### src/rtl/ep_host_seq.sv
// Host-side sequencer for endpoint wire-in/wire-out bus transactions.
// Define EP_ADDR_CHECK_EN to reject out-of-range addresses with an error response.
module ep_host_seq #(
    parameter int unsigned RD_LATENCY  = 2,
    parameter logic [7:0]  WR_ADDR_MAX = 8'h1F
) (
    input  logic        okClk,
    input  logic        reset,
    input  logic        cmd_valid,
    output logic        cmd_ready,
    input  logic        cmd_write,
    input  logic [7:0]  cmd_addr,
    input  logic [31:0] cmd_wdata,
    output logic [7:0]  bus_addr,
    output logic [31:0] bus_wdata,
    output logic        bus_wr_strobe,
    output logic        bus_update_strobe,
    output logic        bus_rd_strobe,
    input  logic [31:0] bus_rdata,
    output logic        rsp_valid,
    input  logic        rsp_ready,
    output logic [31:0] rsp_data,
    output logic        rsp_err
);

    if (RD_LATENCY < 1 || RD_LATENCY > 7) begin : g_bad_latency
        $error("ep_host_seq: RD_LATENCY must be 1..7");
    end
    if (WR_ADDR_MAX >= 8'h20) begin : g_bad_wr_max
        $error("ep_host_seq: WR_ADDR_MAX overlaps the wire-out range");
    end

    localparam logic [2:0] CNT_INIT = 3'(RD_LATENCY - 1);

    typedef enum logic [2:0] {IDLE, WR, UPD, RD_REQ, RD_WAIT, RESP} state_t;

    state_t      state, nxt;
    logic        armed;
    logic        accept;
    logic        acc_bad;
    logic [7:0]  addr_q;
    logic [31:0] wdata_q;
    logic [2:0]  cnt;
    logic [31:0] rsp_data_q;
    logic        rsp_err_q;

`ifdef EP_ADDR_CHECK_EN
    assign acc_bad = cmd_write ? (cmd_addr > WR_ADDR_MAX)
                               : ((cmd_addr < 8'h20) || (cmd_addr > 8'h3F));
`else
    assign acc_bad = 1'b0;
`endif

    assign accept   = cmd_valid && cmd_ready;
    assign rsp_data = rsp_data_q;
    assign rsp_err  = rsp_err_q;

    // Holds cmd_ready low until the first clock edge after reset release.
    always_ff @(posedge okClk or posedge reset) begin
        if (reset) armed <= 1'b0;
        else       armed <= 1'b1;
    end

    always_ff @(posedge okClk or posedge reset) begin
        if (reset) state <= IDLE;
        else       state <= nxt;
    end

    always_comb begin
        nxt               = state;
        cmd_ready         = 1'b0;
        bus_wr_strobe     = 1'b0;
        bus_update_strobe = 1'b0;
        bus_rd_strobe     = 1'b0;
        bus_addr          = 8'h00;
        bus_wdata         = 32'h0;
        rsp_valid         = 1'b0;
        unique case (state)
            IDLE: begin
                cmd_ready = armed;
                if (cmd_valid && armed)
                    nxt = acc_bad ? RESP : (cmd_write ? WR : RD_REQ);
            end
            WR: begin
                bus_wr_strobe = 1'b1;
                bus_addr      = addr_q;
                bus_wdata     = wdata_q;
                nxt           = UPD;
            end
            UPD: begin
                bus_update_strobe = 1'b1;
                bus_addr          = addr_q;
                nxt               = RESP;
            end
            RD_REQ: begin
                bus_rd_strobe = 1'b1;
                bus_addr      = addr_q;
                nxt           = RD_WAIT;
            end
            RD_WAIT: begin
                if (cnt == 3'd0) nxt = RESP;
            end
            RESP: begin
                rsp_valid = 1'b1;
                if (rsp_ready) nxt = IDLE;
            end
            default: nxt = IDLE;
        endcase
    end

    always_ff @(posedge okClk or posedge reset) begin
        if (reset) begin
            addr_q     <= 8'h00;
            wdata_q    <= 32'h0;
            cnt        <= 3'd0;
            rsp_data_q <= 32'h0;
            rsp_err_q  <= 1'b0;
        end else begin
            if (accept) begin
                addr_q  <= cmd_addr;
                wdata_q <= cmd_wdata;
            end
            case (state)
                IDLE: begin
                    if (accept && acc_bad) begin
                        rsp_data_q <= 32'hDEAD_0000 | {24'h0, cmd_addr};
                        rsp_err_q  <= 1'b1;
                    end
                end
                UPD: begin
                    rsp_data_q <= 32'h0;
                    rsp_err_q  <= 1'b0;
                end
                RD_REQ: cnt <= CNT_INIT;
                RD_WAIT: begin
                    // Last wait cycle lines up with the bus's read latency.
                    if (cnt == 3'd0) begin
                        rsp_data_q <= bus_rdata;
                        rsp_err_q  <= 1'b0;
                    end else begin
                        cnt <= cnt - 3'd1;
                    end
                end
                default: ;
            endcase
        end
    end

endmodule
### config.mk
export PLATFORM = sky130hd
export DESIGN_NAME = ep_host_seq
export DESIGN_NICKNAME = d
export VERILOG_FILES = /design/src/rtl/ep_host_seq.sv
export SDC_FILE = /design/constraint.sdc
export NUM_CORES = 1
export LEC_CHECK = 0
export BUFFER_PORTS_ARGS = -buffer_cell sky130_fd_sc_hd__buf_4
export CORE_MARGIN = 2
export CORE_UTILIZATION = 47
export CTS_BUF_LIST = sky130_fd_sc_hd__clkbuf_4 sky130_fd_sc_hd__clkbuf_8 sky130_fd_sc_hd__clkbuf_16
export DETAILED_ROUTE_END_ITERATION = 10
export MAX_ROUTING_LAYER = met4
export PLACE_DENSITY = 0.84
export SYNTH_ARGS = -nofsm -noshare
export SYNTH_HDL_FRONTEND = slang
export SYNTH_SLANG_ARGS = --single-unit
### constraint.sdc
create_clock -name okClk -period 3.3 [get_ports okClk]
set_clock_uncertainty 0.2 [all_clocks]
set_input_delay 0.33 -clock okClk [delete_from_list [all_inputs] [get_ports okClk]]
set_output_delay 0.33 -clock okClk [all_outputs]
set_load 0.005 [all_outputs]
# After elaboration in Yosys (flattened, before gate mapping)
# Cells that the tools add are included.
[word_totals]
in_bits = 77
reg_bits = 80
output_inout_bits = 78
wordCells = 45
[classes]
n_addsub = 1
eq_ne = 9
n_reduce_logical = 10
mux = 18
[ops]
columns = ["operator", "n"]
rows = [
  ["two-way mux 32 bit", 2],
  ["one-hot mux 32 bit (2 select lines)", 1],
  ["one-hot mux 3 bit (6 select lines)", 1],
  ["two-way mux 3 bit", 4],
  ["two-way mux 8 bit", 1],
  ["!= test 2 bit, second input constant", 4],
  ["== test 3 x 2 -> 1 bit, second input constant", 2],
  ["== test 3 bit, second input constant", 2],
  ["logical NOT 3 bit", 2],
  ["two-way mux 1 bit", 6],
  ["one-hot mux 3 bit (2 select lines)", 1],
  ["AND reduction 2 bit", 2],
  ["nonzero test 2 bit", 2],
  ["== test 3 x 1 -> 1 bit, second input constant", 1],
  ["AND reduction 3 bit", 1],
  ["OR reduction 3 bit", 1],
  ["subtractor 3 x 1 -> 3 bit, second input constant", 1],
  ["logical AND 1 bit", 2],
  ["two-way mux 2 bit", 1],
  ["one-hot mux 1 bit (2 select lines)", 1],
]

# Depth between registers and ports, before layout
[logic_depth]
ltp_word = 3
depth_mapped = 7
ltp_nobuf = 5

# Least setup slack after synthesis
# Ideal clock, no wire load.
[synth_timing]
kind = "register to register"
from = "register cnt[0]"
to = "register rsp_data_q[0] (netlist: rsp_data[0])"
path_buffers = 2
required_time_ns = 2.979
synth_period_minus_slack_ns = 1.728
path_slack_ns = 1.572
arrival_time_ns = 1.408
setup_ns = 0.121
path_stages_with_launch = 8
path_cell_list = "dfrtp_1 > inv_1 > ha_1 > nor2b_1 > and3_1 > buf_2 > buf_6 > a22o_1"
[synth_between]
elab_chain_len = 3
[synth_rtl]
columns = ["item", "line", "rtl"]
rows = [
  ["start: declaration", "43", "logic [2:0] cnt;"],
  ["start signal: assignment", "141", "cnt <= cnt - 3'd1;"],
  ["logical NOT 3 bit", "137", "if (cnt == 3'd0) begin"],
  ["!= test 2 bit (no line)", "n/a", ""],
  ["AND reduction 2 bit (no line)", "n/a", ""],
  ["end signal: assignment", "126", "rsp_data_q <= 32'hDEAD_0000 | {24'h0, cmd_addr};"],
  ["end signal: assignment", "138", "rsp_data_q <= bus_rdata;"],
  ["end: declaration", "44", "logic [31:0] rsp_data_q;"],
]
# Every way passes these cells.
# A chain may end at the register's enable or synchronous reset.

# Final worst setup path
[layout_timing]
from = "register state[1]"
to = "output port bus_addr[1]"
[layout_between]
elab_chain_len = 3
elab_cells_between_ends = 5
cone_classes = "eq/ne (3); mux (1); reduce/logical (1)"
[layout_rtl]
columns = ["item", "line", "rtl"]
rows = [
  ["start: declaration", "37", "state_t state, nxt;"],
  ["start signal: assignment", "66", "else state <= nxt;"],
  ["== test 3 x 2 -> 1 bit / == test 3 x 1 -> 1 bit (equally long branches)", "78", "unique case (state)"],
  ["OR reduction 3 bit (no line) (*)", "n/a", ""],
  ["two-way mux 8 bit (*)", "78", ""],
  ["end: declaration", "14", "output logic [7:0] bus_addr,"],
]
# Every way passes the cells marked *; elsewhere a longest branch is shown, timed or not.

==> results.md <==
- GR Overflow Total: 0
- Avg Inst Size Synth: 13.9 sq um
- Mapped Nets: 335
- Setup violations, final: 0
- Setup crit end kind: output port
- CP Cell Sequence: nor2_1 -> nor2_1 -> and2_1 -> buf_4
- First-pass detailed-route iteration total: 4
- Fmax: 392 MHz
- CP Buf/Inv Count: 1
- Fin crit period: 2.55 ns
- ANT nets after route: 0
- Largest family of logic cells by synthesized area: multiplexers
- Crit-path max cell delay: 0.64 ns
- Detailed-route via count: 2,634
- Post-CTS Hold Fix Bufs: 8
- First-pass GRT wire length: 14.1 mm
- Hold Fails Final Rpt: 0
- Hold Path Class: input pin to flip-flop
- Area growth, synth to finish: 42.2%
- Top-Level Pins: 155
- Most common cell after layout, fill and taps aside: buf_4
- Total Die Area: 8260 sq um
- Drt via density: 5.06
- Post-CTS sizing: 0
- Synth Area in Adders: 0.00705
- PwrDens: 790 nW/um^2
- Port Buffers: 153
- NumNets Final: 496
- GRT busiest layer: met2
- Synthesized instance count: 256
- R2R setup slack: 0.86 ns
- Core ar.: 7290 sq um
- Max transition margin: 0.238
- Worst Hold Margin: 0.0195 ns
- DRC: 0
- Vias in the first global route: 2,757
- Max clock buf depth: 2
- Crit path max-delay family: simple AND/OR/NAND/NOR gates
- Startpoint types: flip-flop
- M2 GR Usage: 0.369
- Critical-path top delay cell: dfrtp_1
- Crit Path Max Fanout: 14
- Initial antenna violation count: 0
- H-tree depth: 3
- Mux share of post-synthesis cell area: 0.172
- Clk_lat worst skew: 0.33 ns
- Final WL: 8.70 mm
- Post-Synth Simple-Gate Area: 0.115
- Cts bufs inserted: 9
- Sink Count: 79
- Setup CP Type: flip-flop to output port
- Ant diodes: 0
- Most frequent cells in the layout: buf_4 (158), dfrtp_1 (79), mux2_4 (40), and2_1 (40), a22o_1 (33)
- VDD IR max: 0.543 mV
- Met1 Use GR: 0.268
- Synthesized cell area: 3550 sq um
- Die height: 90.9 um
- Hpwl dp: 6.03 mm
- Fraction of layout cells with a size suffix above 1: 0.521
- Xor/xnor share of the synthesized area: 0
- Design Area, Final: 5050 sq um
- CP arrival: 2.02 ns
- Starting Density: 0.487
- Clk slew on worst S/H paths: 0.09 ns
- Distinct cells, synth: 31
- Syn. warnings: 0
- Least-Margin Pin Slew: 1.14 ns
- GP Congestion: 0.756
- Max cap viols: 0
- Unrepaired setup endpoints after global routing: false
- Post-CTS Setup Repair Bufs: 0
- Post-DR wirelength/cell: 16.7 um
- Drt first-iter violations: 87
- Sequential fraction of the synthesis area: 0.557
- TritonCTS clock tree: done
- Setup TNS: 0 ns
- Rows: 31
- Compound-Gate Fraction of Synth Area: 0.102
- Status: complete, no violations
- Largest net degree at the start of global routing: 41
- Root Buffer: clkbuf_8
- Yosys reg bits: 79
- Cell Area, Placed: 4720 sq um
- Die width: 90.9 um
- Max Transition Viols Final: 0
- Final period util: 0.773
- Leakage: 2.60 nW
- GRT Util Overall: 0.220
- Crit path top cell by count: nor2_1
- Worst path required time: 2.77 ns
- GR Util met3: 0.0426
synthesized netlist by cell type:
library cell,number,area share
nand3_1,1,0.0014
nor2_1,7,0.0074
o211ai_1,1,0.0021
and3_1,4,0.0070
buf_6,8,0.025
a21oi_1,3,0.0042
ha_1,2,0.0070
inv_1,4,0.0042
o21ai_0,4,0.0056
dfrtp_1,79,0.56
and2_1,40,0.070
clkbuf_1,2,0.0021
mux2_4,40,0.17
nand2_1,1,0.0011
nor2b_1,2,0.0035
o21a_1,1,0.0021
a21o_1,1,0.0021
nand2b_1,3,0.0053
conb_1,2,0.0021
inv_2,1,0.0011
mux2_2,1,0.0032
buf_2,7,0.0099
nor4_4,1,0.0060
buf_4,1,0.0021
o32ai_1,1,0.0025
and3b_1,2,0.0049
a22o_1,33,0.081
and4bb_1,1,0.0035
nand4_1,1,0.0018
o21ai_1,1,0.0014
nor3_2,1,0.0028
worst paths after layout:
path                               start     endpoint  depth (start not counted)
min in group asynchronous          reset  wdata_q[21]                          3
min reg2reg                  wdata_q[29]  wdata_q[29]                          1
max reg2reg                       cnt[0]  rsp_data[2]                          5
max in group asynchronous          reset   wdata_q[1]                          4
min                        cmd_wdata[16]  wdata_q[16]                          2
max                             state[1]  bus_addr[1]                          4
registers in the layout (all words and copies together) (netlist names):
signal	count
rsp_data	32
wdata_q	32
addr_q	8
cnt	3
state	3
armed	1
where the power goes:
part | internal [mW] | switching, mW | total (mW) | leakage, nW
Combinational | 0.997 | 0.612 | 1.61 | 1.50
Sequential | 1.33 | 0.248 | 1.58 | 0.994
Clock | 0.440 | 0.357 | 0.797 | 0.107
metrics by stage:
stage	setup slack [ns]	cells	utilization	total power, mW
finish	0.750	521	0.692	3.99
global route	0.607	521	0.692	4.23
CTS	0.750	519	0.690	4.02
detailed placement	0.876	495	0.648	3.19
global placement	1.02	495	0.648	3.13
floorplan	0.747	256	-	2.58
area by class of cell:
class,count,area (sq um)
fill,501,2240
sequential,79,1980
multi-input combinational,154,1420
timing repair buffer,168,1290
clock buffer,10,131
tap,99,124
clock inverter,6,92.6
inverter,5,20.0
logic make-up (layout without fill, tap and decap cells):
| logic type | Yosys count | in the layout |
|---|---|---|
| AOI/OAI and AO/OA | 45 | 45 |
| muxes | 41 | 41 |
| adders and majority gates | 2 | 2 |
| DFF | 79 | 79 |
| other | 2 | 2 |
| buffers and inverters | 23 | 189 |
| and+or+nand+nor | 64 | 64 |
per-layer routing:
layer,share of wire,vias to the layer above
met3,0.042,17
li1,-,1215
met4,0.024,0
met1,0.41,1317
met5,0,-
met2,0.52,85
No activity file was read; power rests on OpenSTA's default activity.
